<file path="src/rtl/fetch_pc_unit.sv">
// Instruction-fetch front end: owns the PC, keeps one imem read in flight and hands words to decode.
// Slot output is registered (1 cycle after rvalid); a full undrained slot parks the FSM in HOLD with no request.
module fetch_pc_unit #(
  parameter int                ADDR_W   = 32,
  parameter logic [ADDR_W-1:0] RESET_PC = 32'h0000_3000
) (
  input  logic              clk,
  input  logic              rst,
  input  logic              br_valid,
  input  logic [ADDR_W-1:0] br_target,
  input  logic              flush,
  input  logic [ADDR_W-1:0] flush_pc,
  output logic              imem_req,
  output logic [ADDR_W-1:0] imem_addr,
  input  logic              imem_gnt,
  input  logic              imem_rvalid,
  input  logic [31:0]       imem_rdata,
  output logic              if_valid,
  input  logic              if_ready,
  output logic [ADDR_W-1:0] if_pc,
  output logic [31:0]       if_instr,
  output logic              if_adel
);

  typedef enum logic [1:0] {ST_ISSUE, ST_WAIT, ST_HOLD, ST_ADEL} state_t;

  typedef struct packed {
    logic [ADDR_W-1:0] pc;
    logic [31:0]       instr;
    logic              adel;
  } slot_t;

  state_t            state, state_nxt;
  logic [ADDR_W-1:0] next_pc, next_pc_nxt;
  logic [ADDR_W-1:0] req_pc, req_pc_nxt;
  logic              kill, kill_nxt;
  logic              slot_vld, slot_vld_nxt;
  slot_t             slot, slot_nxt;
  logic              misaligned;
  logic              slot_free;
  logic              drain;

  assign misaligned = (next_pc[1:0] != 2'b00);
  assign slot_free  = !slot_vld || if_ready;
  // The address-error slot is sticky: it stays presented until a flush.
  assign drain      = slot_vld && if_ready && (state != ST_ADEL);

  assign imem_addr = next_pc;
  assign if_valid  = slot_vld;
  assign if_pc     = slot.pc;
  assign if_instr  = slot.instr;
  assign if_adel   = slot.adel;

  always_comb begin
    state_nxt    = state;
    next_pc_nxt  = next_pc;
    req_pc_nxt   = req_pc;
    kill_nxt     = kill;
    slot_vld_nxt = slot_vld && !drain;
    slot_nxt     = slot;
    imem_req     = 1'b0;

    // A killed read is retired by whichever rvalid comes back first.
    if (kill && imem_rvalid) begin
      kill_nxt = 1'b0;
    end

    case (state)
      ST_ISSUE: begin
        if (!kill) begin
          if (!slot_free) begin
            state_nxt = ST_HOLD;
          end else if (misaligned) begin
            state_nxt    = ST_ADEL;
            slot_vld_nxt = 1'b1;
            slot_nxt     = '{pc: next_pc, instr: 32'h0, adel: 1'b1};
          end else begin
            imem_req = 1'b1;
            if (imem_gnt) begin
              state_nxt   = ST_WAIT;
              req_pc_nxt  = next_pc;
              next_pc_nxt = next_pc + ADDR_W'(4);
            end
          end
        end
      end
      ST_WAIT: begin
        if (imem_rvalid) begin
          if (kill) begin
            state_nxt = ST_ISSUE;
          end else begin
            slot_vld_nxt = 1'b1;
            slot_nxt     = '{pc: req_pc, instr: imem_rdata, adel: 1'b0};
            state_nxt    = if_ready ? ST_ISSUE : ST_HOLD;
          end
        end
      end
      ST_HOLD: begin
        if (if_ready) begin
          state_nxt = ST_ISSUE;
        end
      end
      ST_ADEL: begin
        state_nxt = ST_ADEL;
      end
    endcase

    if (br_valid && (state != ST_ADEL) && (state_nxt != ST_ADEL)) begin
      next_pc_nxt = br_target;
    end

    // Flush beats everything; an in-flight read must still drain before the next issue.
    if (flush) begin
      imem_req     = 1'b0;
      next_pc_nxt  = flush_pc;
      slot_vld_nxt = 1'b0;
      if ((state == ST_WAIT) && !imem_rvalid) begin
        state_nxt = ST_WAIT;
        kill_nxt  = 1'b1;
      end else begin
        state_nxt = ST_ISSUE;
      end
    end

    if (rst) begin
      imem_req = 1'b0;
    end
  end

  always_ff @(posedge clk) begin
    if (rst) begin
      state    <= ST_ISSUE;
      next_pc  <= RESET_PC;
      req_pc   <= '0;
      kill     <= (state == ST_WAIT) && !imem_rvalid;
      slot_vld <= 1'b0;
      slot     <= '0;
    end else begin
      state    <= state_nxt;
      next_pc  <= next_pc_nxt;
      req_pc   <= req_pc_nxt;
      kill     <= kill_nxt;
      slot_vld <= slot_vld_nxt;
      slot     <= slot_nxt;
    end
  end

endmodule

</file>
<file path="config.mk">
export PLATFORM = sky130hd
export DESIGN_NAME = fetch_pc_unit
export DESIGN_NICKNAME = d
export VERILOG_FILES = /design/src/rtl/fetch_pc_unit.sv
export SDC_FILE = /design/constraint.sdc
export NUM_CORES = 1
export LEC_CHECK = 0
export ABC_AREA = 1
export ABC_CLOCK_PERIOD_IN_PS = 2450
export BUFFER_PORTS_ARGS = -buffer_cell sky130_fd_sc_hd__buf_2
export CAP_MARGIN = 5
export CORE_ASPECT_RATIO = 1.75
export CORE_MARGIN = 4
export CORE_UTILIZATION = 35
export DETAILED_ROUTE_END_ITERATION = 6
export GPL_TIMING_DRIVEN = 0
export SYNTH_ARGS = -nofsm -noshare
export SYNTH_HDL_FRONTEND = slang
export SYNTH_SLANG_ARGS = --single-unit
</file>
<file path="constraint.sdc">
create_clock -name clk -period 2.45 [get_ports clk]
set_clock_uncertainty 0.05 [all_clocks]
set_input_delay 0.49 -clock clk [delete_from_list [all_inputs] [get_ports clk]]
set_output_delay 0.49 -clock clk [all_outputs]
set_load 0.05 [all_outputs]
</file>
; Yosys cells after proc, flatten, opt, wreduce, memory -nomap -nowiden
; Cells that the tools add are included.
[op_classes]
addsub = 1
eq_ne = 12
n_mux = 40
n_bitwise = 2
reduce_logical = 21
[ops]
columns = operator, n
row1 = $mux 65, 5
row2 = $mux 32, 7
row3 = $pmux 65 s2, 1
row4 = $add 32x3->32 const B, 1
row5 = $mux 2, 9
row6 = $mux 1, 16
row7 = $ne 2x2->1 const B, 7
row8 = $reduce_and 5->1, 2
row9 = $reduce_bool 3->1, 3
row10 = $pmux 2 s4, 1
row11 = $logic_and 1x1->1, 7
row12 = $ne 3x2->1 const B, 2
row13 = $reduce_and 6->1, 1
row14 = $eq 2x2->1 const B, 2
row15 = $reduce_bool 2->1, 2
row16 = $logic_not 1->1, 3
row17 = $eq 2x1->1 const B, 1
row18 = $logic_not 2->1, 1
row19 = $not 1->1, 2
row20 = $pmux 1 s2, 1
row21 = $reduce_or 2->1, 1
row22 = $logic_or 1x1->1, 1
[word_totals]
regBits = 133
in_bits = 103
word_cells = 84

; Depth between registers and ports, before layout
[depth]
ltp_word = 9
mapped_depth = 13

; Worst setup path before layout
; OpenSTA, ideal clock, no wires.
[synth_timing]
path_type = input-to-output
from = input port flush
to = output port imem_req
t_arrival_ns = 2.424
required_time_ns = 1.910
slack_ns = -0.514
path_stages = 4
n_path_buf = 1
cell_sequence = clkbuf_1 > nor2_1 > inv_1 > nor4_1
[synth_between]
elab_chain_len = 2
[synth_lines]
columns = item, line
row1 = from (decl), 11  ; input logic flush,
row2 = $mux 1, 113  ; if (flush) begin
row3 = $mux 1, 125  ; if (rst) begin
row4 = to (decl), 13  ; output logic imem_req,
; No other way between the ends.

; Final worst setup path
[layout_timing]
from = register next_pc[2], in the netlist imem_addr[2]
to = register next_pc[30], in the netlist imem_addr[30]
[layout_between]
elab_chain_len = 8
[layout_lines]
columns = item, line
row1 = from (decl), 34  ; logic [ADDR_W-1:0] next_pc, next_pc_nxt;
row2 = from (signal assigned), 140  ; next_pc <= next_pc_nxt;
row3 = $add 32x3->32, 82  ; next_pc_nxt = next_pc + ADDR_W'(4);
row4 = $mux 32, 79  ; if (imem_gnt) begin
row5 = $mux 32, 73  ; end else if (misaligned) begin
row6 = $mux 32, 71  ; if (!slot_free) begin
row7 = $mux 32, 70  ; if (!kill) begin
row8 = $mux 32, 68  ; case (state)
row9 = $mux 32, 108  ; if (br_valid && (state != ST_ADEL) && (state_nxt != ST_ADEL)) begin
row10 = $mux 32, 113
; No other way between the ends. The select of a mux whose other input is x is not followed.
; A chain may end at the register's enable or synchronous reset.

==> run_results.csv <==
group,metric,value,unit
clocking,worst_skew_pair.late_latency,420,ps
hold_path,min_path_type,"input port to flop",
critical_path,endpoint_kind,"flop",
global_route,grt_antenna_before_repair,0,
critical_path,path_cells,"ha_1, inv_1, nor2_2, inv_1, nor2_1, nand2_1, nand2_1, nand2_1, nand2_1, nand2_1, nand2_1, a21oi_1",
critical_path,path_buf_inv,2,
timing,fin_ws,110,ps
synthesis,yosys.area.top_type_share,40.5,%
clocking,clock_path_buffers,2,
clocking,htreeDepth,4,
run_status,status,"complete, no violations",
clocking,path_clk_slew,60,ps
synthesis,synth.distinct_cells,29,
critical_path,critPathMaxStageDelay,560,ps
timing,final-setup-viol-count,0,
timing,slew_headroom,59.3,%
floorplan,core.rowCount,66,
route,firstDrtPassIters,4,
synthesis,syn_inst,1003,
clocking,post-cts-setup-buffer-count,0,
floorplan,coreArea,18600,sq um
floorplan,die_w,112,um
route,wl,23200,um
finish,layout-drive-gt1-share,24.5,%
pwr,power,7.09,mW
timing,period_minus_slack,2340,ps
pwr,ir_worst_vdd,0.444,mV
place,io_buffers,200,
critical_path,required,2690,ps
critical_path,critPathMostFrequentCell,"nand2_1",
floorplan,die-height,189,um
place,pre_cts_slack,35.9,ps
clocking,root_buffer,"clkbuf_16",
finish,layout.nets,1325,
route,drc,0,
place,routabilityCongestion,0.965,
floorplan,start_util,35.4,%
floorplan,ioPinCount,202,
synthesis,ys_warn_count,0,
finish,layout_common_cells,"339 x nand2_1, 218 x buf_2, 133 x dfxtp_1",
synthesis,seq_area_frac_synth,40.5,%
critical_path,start_kind,"flop",
finish,diodes,0,
synthesis,netlist_area,6580,sq um
critical_path,worstPathArrival,2580,ps
route,antenna_left,0,
global_route,grt_first_pass_wirelength,36200,um
finish,final_util,45.5,%
clocking,cts_tree,"built",
synthesis,ys_seq_elements,133,
route,first_iter_violations,439,
critical_path,cp_slowest_cell,"dfxtp_1",
finish,syn_to_final_growth,28.5,%
global_route,grt_use_total,21.6,%
route,post_drt_wl_per_cell,15.7,um
run,drv_cap,0,
global_route,grt_overflow,0,
timing,finalHoldViolCount,0,
global_route,grt_pass1_vias,7069,
pwr,power.density,839,nW/um^2
finish,layout_commonest_cell,"nand2_1",
timing,maxSlewViolCount,0,
critical_path,critical_path_class,"flop to flop",
synthesis,syn_nets,1107,
timing,worst_pin_slew,610,ps
synthesis,synthTopCellsByArea,"dfxtp_1 40%, nand2_1 19%, o21ai_0 5.9%",
clocking,cts_num_sinks,133,
timing,fin_setup_tns,0,ps
global_route,grt_max_degree,17,
critical_path,critPathMaxFanout,7,
synthesis,synth.avg_cell_area,6.56,sq um
place,hpwl,18300,um
route,via_count,7152,
critical_path,crit_family,"simple AND/OR/NAND/NOR gates",
timing,period_share,95.5,%
timing,fmaxAchievable,427,MHz
route,vias_per_cell,4.87,
clocking,cts_buffers,17,
synthesis,synth_top_area_cell,"dfxtp_1",
pwr,p_leak,3.87,nW
floorplan,dieArea,21100,sq um
timing,rsz0062_at_grt,"no",
## registers in the layout (all words and copies together), names as in the netlist
signal and flops:
if_pc 32, req_pc 32, if_adel 1, kill 1, if_valid 1, imem_addr 32
if_instr 32, state 2
## path summary, 6_finish.rpt
path                 from            end  slack, ps  cells past startpoint
min          flush_pc[12]  imem_addr[12]        250                      3
max          imem_addr[2]  imem_addr[30]        110                     12
max reg2reg  imem_addr[2]  imem_addr[30]        110                     12
min reg2reg     req_pc[0]      req_pc[0]        390                      2
## logic make-up (layout without fill, tap and decap cells)
logic type	Yosys count	count (layout)	synth area share, %
adders and majority gates	1	1	0.190
and+or+nand+nor	548	548	35.0
AOI/OAI and AO/OA	185	185	14.9
buffers and inverters	122	351	7.59
DFF	133	133	40.5
xor gates and xnor gates	14	14	1.86
## routing by layer
layer / up-vias / track usage (%) / routed length [um] / part of all wire (%)
met5: - / 0 / 0 / 0
li1: 3670 / - / - / -
met2: 203 / 41.4 / 12600 / 54
met1: 3223 / 22.6 / 8720 / 38
met4: 0 / 11.5 / 987 / 4.3
met3: 56 / 2.65 / 881 / 3.8
## power breakdown
group	total [mW]	internal (mW)	switching, mW
Clock	2.51	1.52	0.998
Combinational	1.91	0.528	1.39
Sequential	2.66	2.41	0.256
## area by class of cell
cell class | instances | area [sq um]
Buffer | 55 | 248
Fill cell | 2070 | 10100
Clock buffer | 19 | 443
Timing Repair Buffer | 200 | 1000
Inverter | 66 | 248
Multi-Input combinational cell | 748 | 3430
Tap cell | 238 | 298
Sequential cell | 133 | 2660
Clock inverter | 11 | 128
## tightest hold or removal path: cells and delay by family
family	cells	cell delay [ps]
buffers and inverters	1	80
AO/OA/AOI/OAI	1	70
AND/OR/NAND/NOR	1	50
## what timing repair did
item | CTS | global route
endpoints found under the setup margin | 0 | 3
gates resized for setup | 0 | 1
hold buffers | 0 | 0
## Yosys cell counts, drive strengths merged
cell and number:
nand2 342, dfxtp 133, nor2 105, o21ai 77, a21oi 70, inv 64, nand3 55, a31oi 35
or2 35, clkbuf 32, buf 24, nand3b 8, xnor2 8, xor2 6, clkinv 2, nand4 2
o211ai 2, a32o 1, ha 1, nor4 1
## stage by stage
stage	hold slack [ps]	area, sq um	cells
floorplan	375	6590	1003
global placement	383	7890	1441
detailed placement	384	7890	1441
CTS	234	8460	1471
global route	247	8450	1470
finish	247	8450	1470
Note: power is estimated with default switching activity, not from simulation.
